`src/rtl/ctrl_pipe_decoder_if.sv`:
```
// Handshake bundle for ctrl_pipe_decoder.
// master drives instructions/controls, slave is the decoder.
interface ctrl_pipe_decoder_if #(
  parameter int REG_W = 5
) ();
  logic             valid_i;
  logic [6:0]       opcode_i;
  logic [REG_W-1:0] rd_i;
  logic [REG_W-1:0] rs1_i;
  logic [REG_W-1:0] rs2_i;
  logic             stall_i;
  logic             flush_i;
  logic             ready_o;
  logic             hazard_o;
  logic             illegal_o;
  logic             valid_o;
  logic             aluSrc_o;
  logic             memtoReg_o;
  logic             regWrite_o;
  logic             memRead_o;
  logic             memWrite_o;
  logic             branch_o;
  logic             jump_o;
  logic [2:0]       ALUOp_o;

  modport master (
    output valid_i, opcode_i, rd_i, rs1_i, rs2_i,
    output stall_i, flush_i,
    input  ready_o, hazard_o, illegal_o, valid_o,
    input  aluSrc_o, memtoReg_o, regWrite_o,
    input  memRead_o, memWrite_o, branch_o,
    input  jump_o, ALUOp_o
  );

  modport slave (
    input  valid_i, opcode_i, rd_i, rs1_i, rs2_i,
    input  stall_i, flush_i,
    output ready_o, hazard_o, illegal_o, valid_o,
    output aluSrc_o, memtoReg_o, regWrite_o,
    output memRead_o, memWrite_o, branch_o,
    output jump_o, ALUOp_o
  );
endinterface

```
`src/rtl/ctrl_pipe_decoder.sv`:
```
// RV32I control decoder with DEPTH-stage control pipe.
// Define CTRL_HAZARD_EN to build load-use bubble insertion.
module ctrl_pipe_decoder #(
  parameter int DEPTH = 3,
  parameter int REG_W = 5
) (
  input logic             clk_i,
  input logic             rst_ni,
  ctrl_pipe_decoder_if.slave bus
);
  localparam logic [6:0] OP_IMM = 7'b0010011;
  localparam logic [6:0] OP_R   = 7'b0110011;
  localparam logic [6:0] OP_BR  = 7'b1100011;
  localparam logic [6:0] OP_LD  = 7'b0000011;
  localparam logic [6:0] OP_ST  = 7'b0100011;
  localparam logic [6:0] OP_LUI = 7'b0110111;
  localparam logic [6:0] OP_AUI = 7'b0010111;
  localparam logic [6:0] OP_JAL = 7'b1101111;
  localparam logic [6:0] OP_JLR = 7'b1100111;

  typedef struct packed {
    logic             valid;
    logic [9:0]       word;
`ifdef CTRL_HAZARD_EN
    logic [REG_W-1:0] rd;
    logic             isLoad;
`endif
  } stage_t;

  stage_t     stg [DEPTH];
  stage_t     entry;
  stage_t     last;
  logic [9:0] word;
  logic [9:0] outWord;
  logic       legal;
  logic       hazard;
  logic       ready;

  // Opcode to {aluSrc,memtoReg,regWrite,memRead,memWrite,branch,jump,ALUOp}
  always_comb begin
    word  = '0;
    legal = 1'b1;
    unique case (1'b1)
      (bus.opcode_i == OP_IMM): word = 10'b1010000011;
      (bus.opcode_i == OP_R):   word = 10'b0010000010;
      (bus.opcode_i == OP_BR):  word = 10'b0000010001;
      (bus.opcode_i == OP_LD):  word = 10'b1111000000;
      (bus.opcode_i == OP_ST):  word = 10'b1000100000;
      (bus.opcode_i == OP_LUI): word = 10'b1010000100;
      (bus.opcode_i == OP_AUI): word = 10'b1010000101;
      (bus.opcode_i == OP_JAL): word = 10'b0010001110;
      (bus.opcode_i == OP_JLR): word = 10'b1010001110;
      default:                  legal = 1'b0;
    endcase
  end

`ifdef CTRL_HAZARD_EN
  logic usesRs1;
  logic usesRs2;
  logic rdHit;

  assign usesRs1 = bus.opcode_i inside
    {OP_IMM, OP_R, OP_BR, OP_LD, OP_ST, OP_JLR};
  assign usesRs2 = bus.opcode_i inside
    {OP_R, OP_BR, OP_ST};
  assign rdHit =
    ((stg[0].rd == bus.rs1_i) && usesRs1) ||
    ((stg[0].rd == bus.rs2_i) && usesRs2);
  assign hazard = ~bus.flush_i & bus.valid_i &
    stg[0].valid & stg[0].isLoad &
    (stg[0].rd != '0) & rdHit;
`else
  logic unusedRegs;

  assign unusedRegs = ^{bus.rd_i, bus.rs1_i, bus.rs2_i};
  assign hazard = 1'b0;
`endif

  assign ready = ~bus.stall_i & ~hazard & ~bus.flush_i;

  // Illegal or absent instructions enter stage 0 as bubbles
  always_comb begin
    entry = '0;
    if (bus.valid_i && legal) begin
      entry.valid = 1'b1;
      entry.word  = word;
`ifdef CTRL_HAZARD_EN
      entry.rd     = bus.rd_i;
      entry.isLoad = (bus.opcode_i == OP_LD);
`endif
    end
  end

  // Flush beats stall; stall freezes every stage
  always_ff @(posedge clk_i or negedge rst_ni) begin
    if (!rst_ni) begin
      for (int k = 0; k < DEPTH; k++) stg[k] <= '0;
    end else if (bus.flush_i) begin
      for (int k = 0; k < DEPTH; k++) stg[k] <= '0;
    end else if (!bus.stall_i) begin
      stg[0] <= ready ? entry : '0;
      for (int k = 1; k < DEPTH; k++) stg[k] <= stg[k-1];
    end
  end

  assign last    = stg[DEPTH-1];
  assign outWord = last.valid ? last.word : '0;

  assign bus.ready_o   = ready;
  assign bus.hazard_o  = hazard;
  assign bus.illegal_o = bus.valid_i & ~legal;
  assign bus.valid_o   = last.valid;
  assign {bus.aluSrc_o, bus.memtoReg_o, bus.regWrite_o,
          bus.memRead_o, bus.memWrite_o, bus.branch_o,
          bus.jump_o, bus.ALUOp_o} = outWord;
endmodule

```
`src/flat_wrapper.sv`:
```
// flat-port wrapper written by rule: the top's interface ports become plain ports
module ctrl_pipe_decoder_flat 
#(
  parameter int DEPTH = 3,
  parameter int REG_W = 5
)
  (clk_i, rst_ni, bus_valid_i, bus_opcode_i, bus_rd_i, bus_rs1_i, bus_rs2_i, bus_stall_i, bus_flush_i, bus_ready_o, bus_hazard_o, bus_illegal_o, bus_valid_o, bus_aluSrc_o, bus_memtoReg_o, bus_regWrite_o, bus_memRead_o, bus_memWrite_o, bus_branch_o, bus_jump_o, bus_ALUOp_o);
  ctrl_pipe_decoder_if #(.REG_W(REG_W)) bus_i ();
  input logic clk_i;
  input logic rst_ni;
  input wire logic [$bits(bus_i.valid_i)-1:0] bus_valid_i;
  input wire logic [$bits(bus_i.opcode_i)-1:0] bus_opcode_i;
  input wire logic [$bits(bus_i.rd_i)-1:0] bus_rd_i;
  input wire logic [$bits(bus_i.rs1_i)-1:0] bus_rs1_i;
  input wire logic [$bits(bus_i.rs2_i)-1:0] bus_rs2_i;
  input wire logic [$bits(bus_i.stall_i)-1:0] bus_stall_i;
  input wire logic [$bits(bus_i.flush_i)-1:0] bus_flush_i;
  output wire logic [$bits(bus_i.ready_o)-1:0] bus_ready_o;
  output wire logic [$bits(bus_i.hazard_o)-1:0] bus_hazard_o;
  output wire logic [$bits(bus_i.illegal_o)-1:0] bus_illegal_o;
  output wire logic [$bits(bus_i.valid_o)-1:0] bus_valid_o;
  output wire logic [$bits(bus_i.aluSrc_o)-1:0] bus_aluSrc_o;
  output wire logic [$bits(bus_i.memtoReg_o)-1:0] bus_memtoReg_o;
  output wire logic [$bits(bus_i.regWrite_o)-1:0] bus_regWrite_o;
  output wire logic [$bits(bus_i.memRead_o)-1:0] bus_memRead_o;
  output wire logic [$bits(bus_i.memWrite_o)-1:0] bus_memWrite_o;
  output wire logic [$bits(bus_i.branch_o)-1:0] bus_branch_o;
  output wire logic [$bits(bus_i.jump_o)-1:0] bus_jump_o;
  output wire logic [$bits(bus_i.ALUOp_o)-1:0] bus_ALUOp_o;
  assign bus_i.valid_i = bus_valid_i;
  assign bus_i.opcode_i = bus_opcode_i;
  assign bus_i.rd_i = bus_rd_i;
  assign bus_i.rs1_i = bus_rs1_i;
  assign bus_i.rs2_i = bus_rs2_i;
  assign bus_i.stall_i = bus_stall_i;
  assign bus_i.flush_i = bus_flush_i;
  assign bus_ready_o = bus_i.ready_o;
  assign bus_hazard_o = bus_i.hazard_o;
  assign bus_illegal_o = bus_i.illegal_o;
  assign bus_valid_o = bus_i.valid_o;
  assign bus_aluSrc_o = bus_i.aluSrc_o;
  assign bus_memtoReg_o = bus_i.memtoReg_o;
  assign bus_regWrite_o = bus_i.regWrite_o;
  assign bus_memRead_o = bus_i.memRead_o;
  assign bus_memWrite_o = bus_i.memWrite_o;
  assign bus_branch_o = bus_i.branch_o;
  assign bus_jump_o = bus_i.jump_o;
  assign bus_ALUOp_o = bus_i.ALUOp_o;
  ctrl_pipe_decoder #(.DEPTH(DEPTH), .REG_W(REG_W)) u_core (.clk_i(clk_i), .rst_ni(rst_ni), .bus(bus_i));
endmodule
```
`config.mk`:
```
export PLATFORM = sky130hd
export DESIGN_NAME = ctrl_pipe_decoder_flat
export DESIGN_NICKNAME = d
export VERILOG_FILES = /design/src/rtl/ctrl_pipe_decoder_if.sv /design/src/rtl/ctrl_pipe_decoder.sv /design/src/flat_wrapper.sv
export SDC_FILE = /design/constraint.sdc
export NUM_CORES = 1
export LEC_CHECK = 0
export ABC_AREA = 1
export CORE_MARGIN = 8
export CORE_UTILIZATION = 47
export CTS_CLUSTER_DIAMETER = 40
export DETAILED_ROUTE_END_ITERATION = 6
export HOLD_SLACK_MARGIN = 0.05
export PLACE_DENSITY = 0.85
export SLEW_MARGIN = 0
export SYNTH_ARGS = -nofsm -noshare
export SYNTH_HDL_FRONTEND = slang
export SYNTH_SLANG_ARGS = --single-unit
```
`constraint.sdc`:
```
create_clock -name clk_i -period 1.3 [get_ports clk_i]
set_clock_uncertainty 0.05 [all_clocks]
set_input_delay 0.325 -clock clk_i [delete_from_list [all_inputs] [get_ports clk_i]]
set_output_delay 0.325 -clock clk_i [all_outputs]
set_load 0.01 [all_outputs]
```
==> results.ini <==
[outcome]
status=complete, but fails checks
violations=setup timing

[sta]
hold_slack_ps=307
fmax_mhz=670
final_max_slew_viol_count=0
hold_viol_final=0
period_share_pct=115
fin_crit_ps=1490
setup_viol=12
rsz0062_at_grt=yes
fin_ws_ps=-192

[synthesis]
synth-xor-area-share_pct=0
synth_nets=201
synthCells=174
ys_ff_latch=30
yosys.cell_types.count=21
ys.flop_type=dfrtp_1
synth_compound_area_share_pct=10.3
synth_edf_count=0
synth_top_area_share_pct=52.5
muxShareOfSynthArea_pct=0
synthArstFlopShare_pct=100
synth_area_leaders=dfrtp_1 52%, nand2_1 12%, inv_1 8.4%
synthSimpleGateAreaFrac_pct=24.1
synth_warnings=0
synthesis.area_um2=1430
yosysMostFrequentCell=nand2_1
synthAdderAreaFrac_pct=0
synth-seq-area-share_pct=52.5
synth_common_cells=45 x nand2_1, 32 x inv_1, 30 x dfrtp_1, 14 x o21ai_0, 12 x nand3_1
avgSynthCellArea_um2=8.22
synth_top_family_by_area=simple AND/OR/NAND/NOR gates
synth_top_cell_by_area=dfrtp_1

[die]
die-area_um2=5060
ios=41
initial_utilization_pct=48.0
rows=20
die_h_um=71.2
coreArea_um2=2980
dieWidth_um=71.2

[critical_path]
path_max_fanout=4
crit_end=bus_memtoReg_o
required_ps=930
r2r_cells=3
r2r-start=u_core.bus.valid_o
crit_start=u_core.bus.valid_o
critPathKind=flop to output pin
start_kind=flop
critPathArrivalTime_ps=1120
rr_endpoint=u_core.bus.valid_o
crit_path_end_kind=output pin
r2r_slack_ps=420

[clock_tree]
clock_latency_ps=320
htree_levels=2
cts_tree=done
cts-root-buf=clkbuf_4
numCtsBuffers=5
numClockSinks=30
cts.clk_slew.worst_paths_ps=90
cts_max_path_buffers=2

[run]
drv_cap=0

[cells_and_area]
multi_input_area_um2=584
area_growth_pct=44.4
register_area_um2=752
nets=255
design_area_um2=2060
diodes=0
nFillCells=237
drive_gt1_share_pct=42.4

[place]
port_buffers=24
place_area_um2=1830
gp_congestion=0.894
dp_hpwl_um=2180

[global_route]
overflow=0
grt_pass1_vias=1341
grt.total_usage_pct=14.0
antenna_found_initial=0
grt_first_pass_wirelength_um=5730
grt_max_degree=31

[min_path]
holdCritPathClass=input pin to async pin

[detailed_routing]
drc=0
drt_wl_total_um=3370
ant_nets=0
vias=1271
first_iter_violations=77
via_per_inst=4.85
first_pass_iters=5
wl_per_cell_um=12.8

[power]
peakVddDrop_mv=0.419
powerDensity_nw_per_um2=834
p_leak_nw=1.08

[metrics by stage]
step / instances / util (%) / setup TNS (ps) / setup WS, ps / total power, mW
after global placement: 242 / 61.3 / -11930 / -936 / 1.14
after detailed placement: 242 / 61.3 / -13390 / -977 / 1.14
final: 262 / 69.3 / -1970 / -192 / 1.72
after global routing: 262 / 69.3 / -2530 / -239 / 1.80
after CTS: 260 / 65.4 / -2000 / -183 / 1.71
after floorplan: 174 / - / 0 / 19.9 / 1.02
[cell families (layout without fill, tap and decap cells)]
| logic type | count (synthesis) | in the layout |
|---|---|---|
| and+or+nand+nor | 73 | 73 |
| AOI/OAI and AO/OA | 26 | 26 |
| buffers and inverters | 44 | 99 |
| DFF | 30 | 30 |
| other | 1 | 1 |
[worst min-delay path by stage]
stage                               from            endpoint  depth (start not counted)  slack (ps)
after detailed placement  u_core.stg[31]      u_core.stg[31]                          2         420
after global routing              rst_ni      u_core.last[0]                          2         310
after global placement    u_core.stg[30]      u_core.stg[19]                          2         410
after CTS                         rst_ni      u_core.last[0]                          2         310
final                             rst_ni      u_core.last[0]                          2         310
after floorplan                   rst_ni  u_core.bus.valid_o                          0         -20
[flip-flops by register name, indices dropped and copies added, names as in the netlist]
name / flops
u_core.stg: 20
u_core.bus.valid_o: 1
u_core.last: 9
[critical path, cell delays in order, from the launching register on]
cell and delay (ps):
dfrtp_2 440, buf_6 140, nand2_2 60, inv_2 40, buf_6 110
[area by class of cell]
type                            count  area share [%]
Timing Repair Buffer               53            23.5
Clock buffer                        7            2.67
Multi-Input combinational cell    100            28.3
Inverter                           38            6.91
Tap cell                           33            2.00
Sequential cell                    30            36.4
Clock inverter                      1           0.242
[repair_timing]
item / in CTS / in global routing
pin swaps: 12 / 9
endpoints found under the hold margin: 0 / 0
resized for setup: 107 / 31
setup endpoints to repair: 21 / 13
hold buffers: 0 / 0
setup buffers: 11 / 3
[cell usage in the layout (no fill, tap or decap), drive strengths merged]
| master | instances |
|---|---|
| dlygate4sd2 | 2 |
| dfrtp | 30 |
| clkdlybuf4s50 | 2 |
| o21ai | 16 |
| nand3 | 13 |
| nor2 | 13 |
| conb | 1 |
| o22ai | 9 |
| clkinv | 1 |
| nand2 | 46 |
| inv | 38 |
| nand4 | 1 |
| o211ai | 1 |
| buf | 49 |
| clkbuf | 7 |
[metal layers]
metal	up-vias	GRT usage (%)	wire length, µm
met5	-	0	0
met4	0	9.70	114
met3	14	4.66	169
met2	35	23.6	1770
met1	583	14.3	1310
li1	639	-	-
[power by group]
| part | internal [mW] | total, mW | switching, mW | leakage (nW) |
|---|---|---|---|---|
| combinational | 0.103 | 0.221 | 0.118 | 0.625 |
| clock | 0.262 | 0.567 | 0.305 | 0.0353 |
| sequential | 0.933 | 0.934 | 0.000408 | 0.418 |
| total | 1.30 | 1.72 | 0.424 | 1.08 |
(Power assumes the default switching activity.)
